**src/rtl/bin2bcd_seq_pkg.sv**
```systemverilog
// Shared definitions for the sequential binary-to-BCD converter.
// FSM state encoding, digit count and the double-dabble add-3 threshold.
package bin2bcd_seq_pkg;

    typedef enum logic [1:0] {
        ST_IDLE = 2'd0,
        ST_OP   = 2'd1,
        ST_DONE = 2'd2
    } state_t;

    localparam int          NUM_DIGITS = 4;
    localparam int          BCD_W      = 4 * NUM_DIGITS;
    localparam logic [3:0]  ADJ_THRESH = 4'd5;

endpackage : bin2bcd_seq_pkg

```
**src/rtl/bin2bcd_seq_bcd_digit_adj.sv**
```systemverilog
// Double-dabble digit correction: add 3 to a BCD digit that is 5 or more.
// Latency: combinational, zero cycles.
// Backpressure: none, pure function of its input.
module bcd_digit_adj
    import bin2bcd_seq_pkg::*;
(
    input  logic [3:0] din,
    output logic [3:0] dout
);

    // Digits entering here are always 0..9, so the sum never exceeds 12.
    assign dout = (din >= ADJ_THRESH) ? (din + 4'd3) : din;

endmodule : bcd_digit_adj

```
**src/rtl/bin2bcd_seq.sv**
```systemverilog
// Sequential double-dabble converter: BIN_W-bit unsigned to four BCD digits.
// Latency: BIN_W cycles in OP plus one DONE cycle; done_tick after edge E0+BIN_W.
// Backpressure: start is only taken while ready is high, ignored otherwise.
module bin2bcd_seq
    import bin2bcd_seq_pkg::*;
#(
    parameter int BIN_W = 10
)
(
    input  logic             clk,
    input  logic             reset,
    input  logic             start,
    input  logic [BIN_W-1:0] bin,
    output logic [3:0]       bcd3,
    output logic [3:0]       bcd2,
    output logic [3:0]       bcd1,
    output logic [3:0]       bcd0,
    output logic             ready,
    output logic             done_tick
);

    localparam int CNT_W = $clog2(BIN_W + 1);
    localparam int CAT_W = BCD_W + BIN_W;

    state_t             state;
    state_t             state_nxt;
    logic [BIN_W-1:0]   sreg;
    logic [BCD_W-1:0]   work;
    logic [BCD_W-1:0]   work_adj;
    logic [CAT_W-1:0]   shf;
    logic [CNT_W-1:0]   cnt;
    logic [BCD_W-1:0]   bcd_q;
    logic               last;

    for (genvar g = 0; g < NUM_DIGITS; g++) begin : g_adj
        bcd_digit_adj u_adj (
            .din  (work[4*g +: 4]),
            .dout (work_adj[4*g +: 4])
        );
    end

    // Adjusted digits and the remaining operand bits shift as one register.
    assign shf  = {work_adj, sreg} << 1;
    assign last = (cnt == CNT_W'(1));

    always_ff @(posedge clk) begin
        if (reset) begin
            state <= ST_IDLE;
        end else begin
            state <= state_nxt;
        end
    end

    always_comb begin
        state_nxt = state;
        case (state)
            ST_IDLE: if (start) state_nxt = ST_OP;
            ST_OP:   if (last)  state_nxt = ST_DONE;
            ST_DONE: state_nxt = ST_IDLE;
            default: state_nxt = ST_IDLE;
        endcase
    end

    always_ff @(posedge clk) begin
        if (reset) begin
            sreg  <= '0;
            work  <= '0;
            cnt   <= '0;
            bcd_q <= '0;
        end else begin
            case (state)
                ST_IDLE: begin
                    if (start) begin
                        sreg <= bin;
                        work <= '0;
                        cnt  <= CNT_W'(BIN_W);
                    end
                end
                ST_OP: begin
                    work <= shf[CAT_W-1:BIN_W];
                    sreg <= shf[BIN_W-1:0];
                    cnt  <= cnt - CNT_W'(1);
                    // The final shift's result goes straight to the output digits.
                    if (last) begin
                        bcd_q <= shf[CAT_W-1:BIN_W];
                    end
                end
                default: ;
            endcase
        end
    end

    assign ready     = (state == ST_IDLE);
    assign done_tick = (state == ST_DONE);
    assign bcd3      = bcd_q[15:12];
    assign bcd2      = bcd_q[11:8];
    assign bcd1      = bcd_q[7:4];
    assign bcd0      = bcd_q[3:0];

endmodule : bin2bcd_seq
```
**config.mk**
```make
export PLATFORM = sky130hd
export DESIGN_NAME = bin2bcd_seq
export DESIGN_NICKNAME = d
export VERILOG_FILES = /design/src/rtl/bin2bcd_seq_pkg.sv /design/src/rtl/bin2bcd_seq_bcd_digit_adj.sv /design/src/rtl/bin2bcd_seq.sv
export SDC_FILE = /design/constraint.sdc
export NUM_CORES = 1
export LEC_CHECK = 0
export CAP_MARGIN = 20
export CELL_PAD_IN_SITES_DETAIL_PLACEMENT = 0
export CELL_PAD_IN_SITES_GLOBAL_PLACEMENT = 1
export CORE_MARGIN = 5
export CORE_UTILIZATION = 41
export DETAILED_ROUTE_END_ITERATION = 7
export PLACE_DENSITY = 0.82
export REMOVE_ABC_BUFFERS = 1
export SLEW_MARGIN = 20
export SYNTH_ARGS = -nofsm -noshare
export SYNTH_HDL_FRONTEND = slang
export SYNTH_SLANG_ARGS = --single-unit
```
**constraint.sdc**
```tcl
create_clock -name clk -period 1.6 [get_ports clk]
set_input_delay 0.32 -clock clk [delete_from_list [all_inputs] [get_ports clk]]
set_output_delay 0.32 -clock clk [all_outputs]
set_load 0.1 [all_outputs]
```
# Word-level counts from Yosys, hierarchy flattened
# Cells that the tools add are included.
[totals] reg_bits=48 in_bits=13 out_inout_bits=18 wordCells=37
[classes] n_addsub=5 n_lt_le_gt_ge=4 n_eq_ne=5 n_mux=13 reduce_logical=5
[ops] op="$pmux W16 S2" count=1
[ops] op="$pmux W10 S2" count=1
[ops] op="$ge A4 B3 Y1 const B" count=4
[ops] op="$mux W16" count=1
[ops] op="$mux W4" count=4
[ops] op="$add A4 B2 Y4 const B" count=3
[ops] op="$mux W10" count=1
[ops] op="$pmux W4 S2" count=1
[ops] op="$reduce_and A2 Y1" count=3
[ops] op="$eq A4 B1 Y1 const B" count=1
[ops] op="$mux W2" count=2
[ops] op="$ne A2 B2 Y1 const B" count=2
[ops] op="$pmux W2 S2" count=1
[ops] op="$sub A4 B1 Y4 const B" count=1
[ops] op="$add A3 B2 Y3 const B" count=1
[ops] op="$mux W3" count=1
[ops] op="$eq A2 B1 Y1 const B" count=1
[ops] op="$eq A2 B2 Y1 const B" count=1
[ops] op="$logic_not A2 Y1" count=1
[ops] op="$reduce_bool A2 Y1" count=1

# Longest topological paths before layout
[depth] ltp_word=3 mapped_depth=7 depth_no_buf=6

# Modules after synthesis
# Synthesis repeated with hierarchy kept, for this count alone.
[hier_totals] hier_cells=261 hier_area_um2=2429.8
[by_module_without_submodules] mod="bin2bcd_seq" n_inst=1 cells_each=197 area_per_inst_um2=2024.4 seq_area_each_um2=960.9
[by_module_without_submodules] mod="bcd_digit_adj" n_inst=4 cells_each=16 area_per_inst_um2=101.3 seq_area_each_um2=0.0

# Worst setup path after synthesis
# OpenSTA, ideal clock, no wires.
[synth_timing] path_kind="reg2out" from="register state[1]" to="output done_tick" arrival_ns=2.165 required_time_ns=1.280 setup_slack_ns=-0.885 path_stages_with_launch=4 n_path_buf=2 path_cell_list="dfxtp_1 buf_2 clkbuf_1 nor2b_1"
[synth_between] elab_chain_cells=1
[synth_lines] element="from (decl)" line_no="bin2bcd_seq.sv:25" source="state_t state;"
[synth_lines] element="from (signal assigned)" line_no="bin2bcd_seq.sv:50" source="state <= state_nxt;"
[synth_lines] element="$eq A2 B2 Y1" line_no="bin2bcd_seq.sv:94" source="assign done_tick = (state == ST_DONE);"
[synth_lines] element="to (decl)" line_no="bin2bcd_seq.sv:19" source="output logic done_tick"
# Every way passes these cells.

# Worst setup path in the final report
[layout_timing] from="register state[0]" to="output ready"
[layout_between] elab_chain_cells=1
[layout_lines] element="$logic_not A2 Y1" line_no="bin2bcd_seq.sv:93" source="assign ready = (state == ST_IDLE);"
[layout_lines] element="to (decl)" line_no="bin2bcd_seq.sv:18" source="output logic ready,"
# Every way passes these cells.

==> impl_metrics.prom <==
# TYPE chip_impl_metric gauge
chip_impl_metric{name="global_route_usage_over_all_layers",unit="%"} 14.5
chip_impl_metric{name="timing.reg2reg.setup_slack",unit="ns"} 0.08
chip_impl_metric{name="worst-endpoint-required",unit="ns"} 1.28
chip_impl_metric{name="largest_driver_fanout_on_the_critical_path",unit=""} 12
chip_impl_metric{name="cp_data_arrival_time",unit="ns"} 1.23
chip_impl_metric{name="max_slew_margin",unit="%"} 45.5
chip_impl_metric{name="first_pass_grt_wire_length",unit="um"} 8490
chip_impl_info{name="rr_startpoint",value="work[5]"} 1
chip_impl_metric{name="placementRows",unit=""} 27
chip_impl_metric{name="area_growth",unit="%"} 33.6
chip_impl_metric{name="irDropWorstVdd",unit="uV"} 600
chip_impl_metric{name="timing.fmax",unit="MHz"} 646
chip_impl_metric{name="ys.warnings.count",unit=""} 0
chip_impl_metric{name="netlist_instances",unit=""} 260
chip_impl_metric{name="report.final.slew_viol_count",unit=""} 0
chip_impl_metric{name="placed_area",unit="mm2"} 0.00298
chip_impl_metric{name="grt_remaining_overflow",unit=""} 0
chip_impl_info{name="endpoint_of_the_worst_hold_timing_path",value="work[13]"} 1
chip_impl_metric{name="max-clock-path-buffers",unit=""} 2
chip_impl_metric{name="post_cts.repair.setup_buffers",unit=""} 0
chip_impl_metric{name="die_area",unit="mm2"} 0.00728
chip_impl_metric{name="grt_antenna_before_repair",unit=""} 0
chip_impl_metric{name="synth_area",unit="mm2"} 0.00232
chip_impl_metric{name="maxCapViolCount",unit=""} 0
chip_impl_metric{name="fillerInstances",unit=""} 490
chip_impl_metric{name="post_synthesis_sequential_element_count",unit=""} 48
chip_impl_metric{name="pwr_density_cell",unit="mW/mm2"} 773
chip_impl_info{name="critical_path_class",value="reg -> out"} 1
chip_impl_metric{name="synth.avg_cell_area",unit="um2"} 8.94
chip_impl_metric{name="start_util",unit="%"} 42.2
chip_impl_metric{name="antenna_cells_inserted",unit=""} 0
chip_impl_info{name="holdCritPathClass",value="reg -> reg"} 1
chip_impl_info{name="tritoncts_clock_tree",value="built"} 1
chip_impl_info{name="status",value="finished, final reports clean"} 1
chip_impl_info{name="cp_slowest_cell",value="sky130_fd_sc_hd__dfxtp_1"} 1
chip_impl_metric{name="finish.instance_area",unit="mm2"} 0.00311
chip_impl_info{name="path_cells",value="buf_4 -> nor2_1 -> buf_12"} 1
chip_impl_metric{name="synth_top_area_share",unit="%"} 41.3
chip_impl_metric{name="die-height",unit="um"} 85.3
chip_impl_info{name="post_synth_main_area_contributors",value="sky130_fd_sc_hd__dfxtp_1 41%, sky130_fd_sc_hd__a21oi_1 6.5%, sky130_fd_sc_hd__ha_1 5.4%"} 1
chip_impl_metric{name="worst-slew-pin-transition",unit="ns"} 0.814
chip_impl_metric{name="final.setup_skew",unit="ns"} 0.00311
chip_impl_metric{name="clk_transition_reported_paths",unit="ns"} 0.09
chip_impl_metric{name="cp.buffers_inverters",unit=""} 2
chip_impl_metric{name="avgViaCountPerCell",unit=""} 5.08
chip_impl_metric{name="setup_viol",unit=""} 0
chip_impl_info{name="end_of_the_worst_register_to_register_path",value="bcd_q[6]"} 1
chip_impl_metric{name="final_util",unit="%"} 56.4
chip_impl_metric{name="postRouteWirelength",unit="um"} 5100
chip_impl_metric{name="count_of_port_buffers_added_during_placement",unit=""} 30
chip_impl_metric{name="detailroute.via_count",unit=""} 1910
chip_impl_metric{name="synth.yosys.seq_area_share",unit="%"} 41.3
chip_impl_metric{name="cts_max_level",unit=""} 2
chip_impl_metric{name="cts.sinks",unit=""} 48
chip_impl_metric{name="reg2regPathDepth",unit=""} 6
chip_impl_metric{name="p_leak",unit="nW"} 1.12
chip_impl_metric{name="min_delay_path_depth",unit=""} 1
chip_impl_metric{name="largest_net_degree_at_the_start_of_global_routing",unit=""} 16
chip_impl_metric{name="first_global_vias",unit=""} 1847
chip_impl_metric{name="initial_drc_count",unit=""} 84
chip_impl_metric{name="finalCritPeriodShare",unit="%"} 96.8
chip_impl_info{name="rsz0062_at_grt",value="yes"} 1
chip_impl_metric{name="hpwlAfterDp",unit="um"} 3720
chip_impl_metric{name="cts_inserted_buffers",unit=""} 5
chip_impl_metric{name="hold_buffers",unit=""} 0
chip_impl_metric{name="share_of_layout_cells_above_drive_strength_1",unit="%"} 24.7
chip_impl_metric{name="pre_repair_dr_iteration_count",unit=""} 4
chip_impl_metric{name="gp_congestion",unit=""} 0.791
chip_impl_info{name="synthDominantAreaCellType",value="sky130_fd_sc_hd__dfxtp_1"} 1
chip_impl_metric{name="final-hold-violation-count",unit=""} 0
chip_impl_info{name="hold_path.startpoint",value="work[13]"} 1
chip_impl_metric{name="post-route-drc-count",unit=""} 0
chip_impl_info{name="critPathTopFamily",value="buffers and inverters"} 1
chip_impl_metric{name="core",unit="mm2"} 0.00551
chip_impl_metric{name="detail-route-antenna-nets",unit=""} 0
chip_impl_info{name="worst_setup_path_end_kind",value="output pin"} 1
chip_impl_metric{name="io_pins",unit=""} 31
chip_impl_metric{name="synthDistinctLibCells",unit=""} 33
chip_impl_info{name="critPathLaunchType",value="flop"} 1
chip_impl_metric{name="period_minus_slack",unit="ns"} 1.55
chip_impl_metric{name="max_stage_delay",unit="ns"} 0.34
chip_impl_metric{name="die_width",unit="um"} 85.3
chip_impl_info{name="clockRootBuffer",value="sky130_fd_sc_hd__clkbuf_8"} 1
chip_impl_metric{name="wl_per_cell",unit="um"} 13.6
chip_impl_metric{name="final_net_count",unit=""} 326
chip_impl_metric{name="insertion_delay",unit="ns"} 0.30
through the flow:
stage	hold WS (ns)	total power, W	worst slack, ns	instances	setup TNS [ns]
floorplan	0.385	0.00151	-0.806	243	-11.90
global placement	0.447	0.00167	-0.202	368	-2.22
detailed placement	0.456	0.00167	-0.225	368	-2.49
CTS	0.479	0.00244	0.00577	376	0
global route	0.487	0.00251	-0.0112	376	-0.0185
finish	0.475	0.00240	0.0519	376	0
power by group:
part / total [W] / switching [W] / internal (W)
Clock: 0.000757 / 0.000411 / 0.000346
Sequential: 0.00128 / 0.0000389 / 0.00124
Combinational: 0.000369 / 0.000211 / 0.000158
sequential cells by signal, indices dropped and copies added (netlist names):
signal and cells:
bcd_q 16, cnt 4, sreg 10, state 2
work 16
worst reg2reg max path, delay by kind of cell, from the launching register on:
kind | cells | cell delay [ns]
mux | 1 | 0.37
flops | 1 | 0.35
compound gates | 2 | 0.32
fa+ha+maj | 1 | 0.18
simple gates | 1 | 0.17
buf+inv | 1 | 0.07
final cells by class:
type | count | area [um2] | area share (%)
Multi-Input combinational cell | 175 | 1210 | 39.1
Timing Repair Buffer | 53 | 669 | 21.5
Sequential cell | 48 | 966 | 31.1
Clock inverter | 2 | 10.0 | 0.322
Tap cell | 72 | 90.1 | 2.90
Inverter | 20 | 75.1 | 2.42
Clock buffer | 6 | 82.6 | 2.66
cell usage in the layout, fill, tap and decap left out, types with 6 or more instances in the layout:
master,instances
sky130_fd_sc_hd__o22ai_2,7
sky130_fd_sc_hd__clkbuf_8,6
sky130_fd_sc_hd__o2bb2ai_1,11
sky130_fd_sc_hd__ha_1,10
sky130_fd_sc_hd__dfxtp_1,46
sky130_fd_sc_hd__clkdlybuf4s50_1,12
sky130_fd_sc_hd__nor3_1,6
sky130_fd_sc_hd__a21oi_1,26
sky130_fd_sc_hd__inv_1,20
sky130_fd_sc_hd__nand2b_1,16
sky130_fd_sc_hd__buf_4,21
sky130_fd_sc_hd__buf_12,19
sky130_fd_sc_hd__o21ai_0,14
sky130_fd_sc_hd__nor3b_1,7
sky130_fd_sc_hd__o22ai_1,8
sky130_fd_sc_hd__nor2_1,28
cells by family after synthesis:
| kind of cell | count (synthesis) | share of synthesized area, % |
|---|---|---|
| AND/OR/NAND/NOR | 68 | 15.1 |
| flip-flops | 48 | 41.3 |
| buffers and inverters | 37 | 7.43 |
| multiplexers | 6 | 2.85 |
| adder cells (fa/ha/maj) | 10 | 5.38 |
| XOR/XNOR | 4 | 1.51 |
| AO/OA/AOI/OAI | 87 | 26.4 |
worst max path at each step:
stage | startpoint | endpoint | slack, ns | cells after the start
finish | state[0] | ready | 0.05 | 3
global route | work[8] | work[9] | -0.01 | 7
CTS | state[1] | done_tick | 0.006 | 3
detailed placement | start | work[9] | -0.23 | 5
global placement | start | work[5] | -0.20 | 5
floorplan | state[0] | bcd_q[10] | -0.81 | 4
cells in the mapped netlist (all sizes together):
cell / count
o221a: 1
nand2b: 16
nor2b: 3
clkbuf: 8
nand2: 1
inv: 20
nor3b: 7
a2111oi: 1
a311oi: 2
xnor2: 4
mux2: 5
o22ai: 15
nor2: 28
mux2i: 1
o21ai: 14
or2: 1
a21oi: 30
and3: 1
a22oi: 4
nand3: 4
a211oi: 9
ha: 10
nand3b: 1
buf: 9
nor3: 6
o2bb2ai: 11
dfxtp: 48
repair_timing:
item                                    4_1_cts  5_1_grt
endpoints found under the setup margin        3        8
pin swaps                                     0        2
resized for setup                             4        6
layer usage:
| metal | global-route usage, % | vias to the layer above | share of wire (%) |
|---|---|---|---|
| met2 | 25.3 | 46 | 48 |
| met5 | 0 | - | 0 |
| met1 | 17.0 | 848 | 45 |
| li1 | - | 1008 | - |
| met4 | 5.47 | 0 | 1.8 |
| met3 | 3.40 | 8 | 5.1 |
Note: power is estimated with default switching activity, not from simulation.
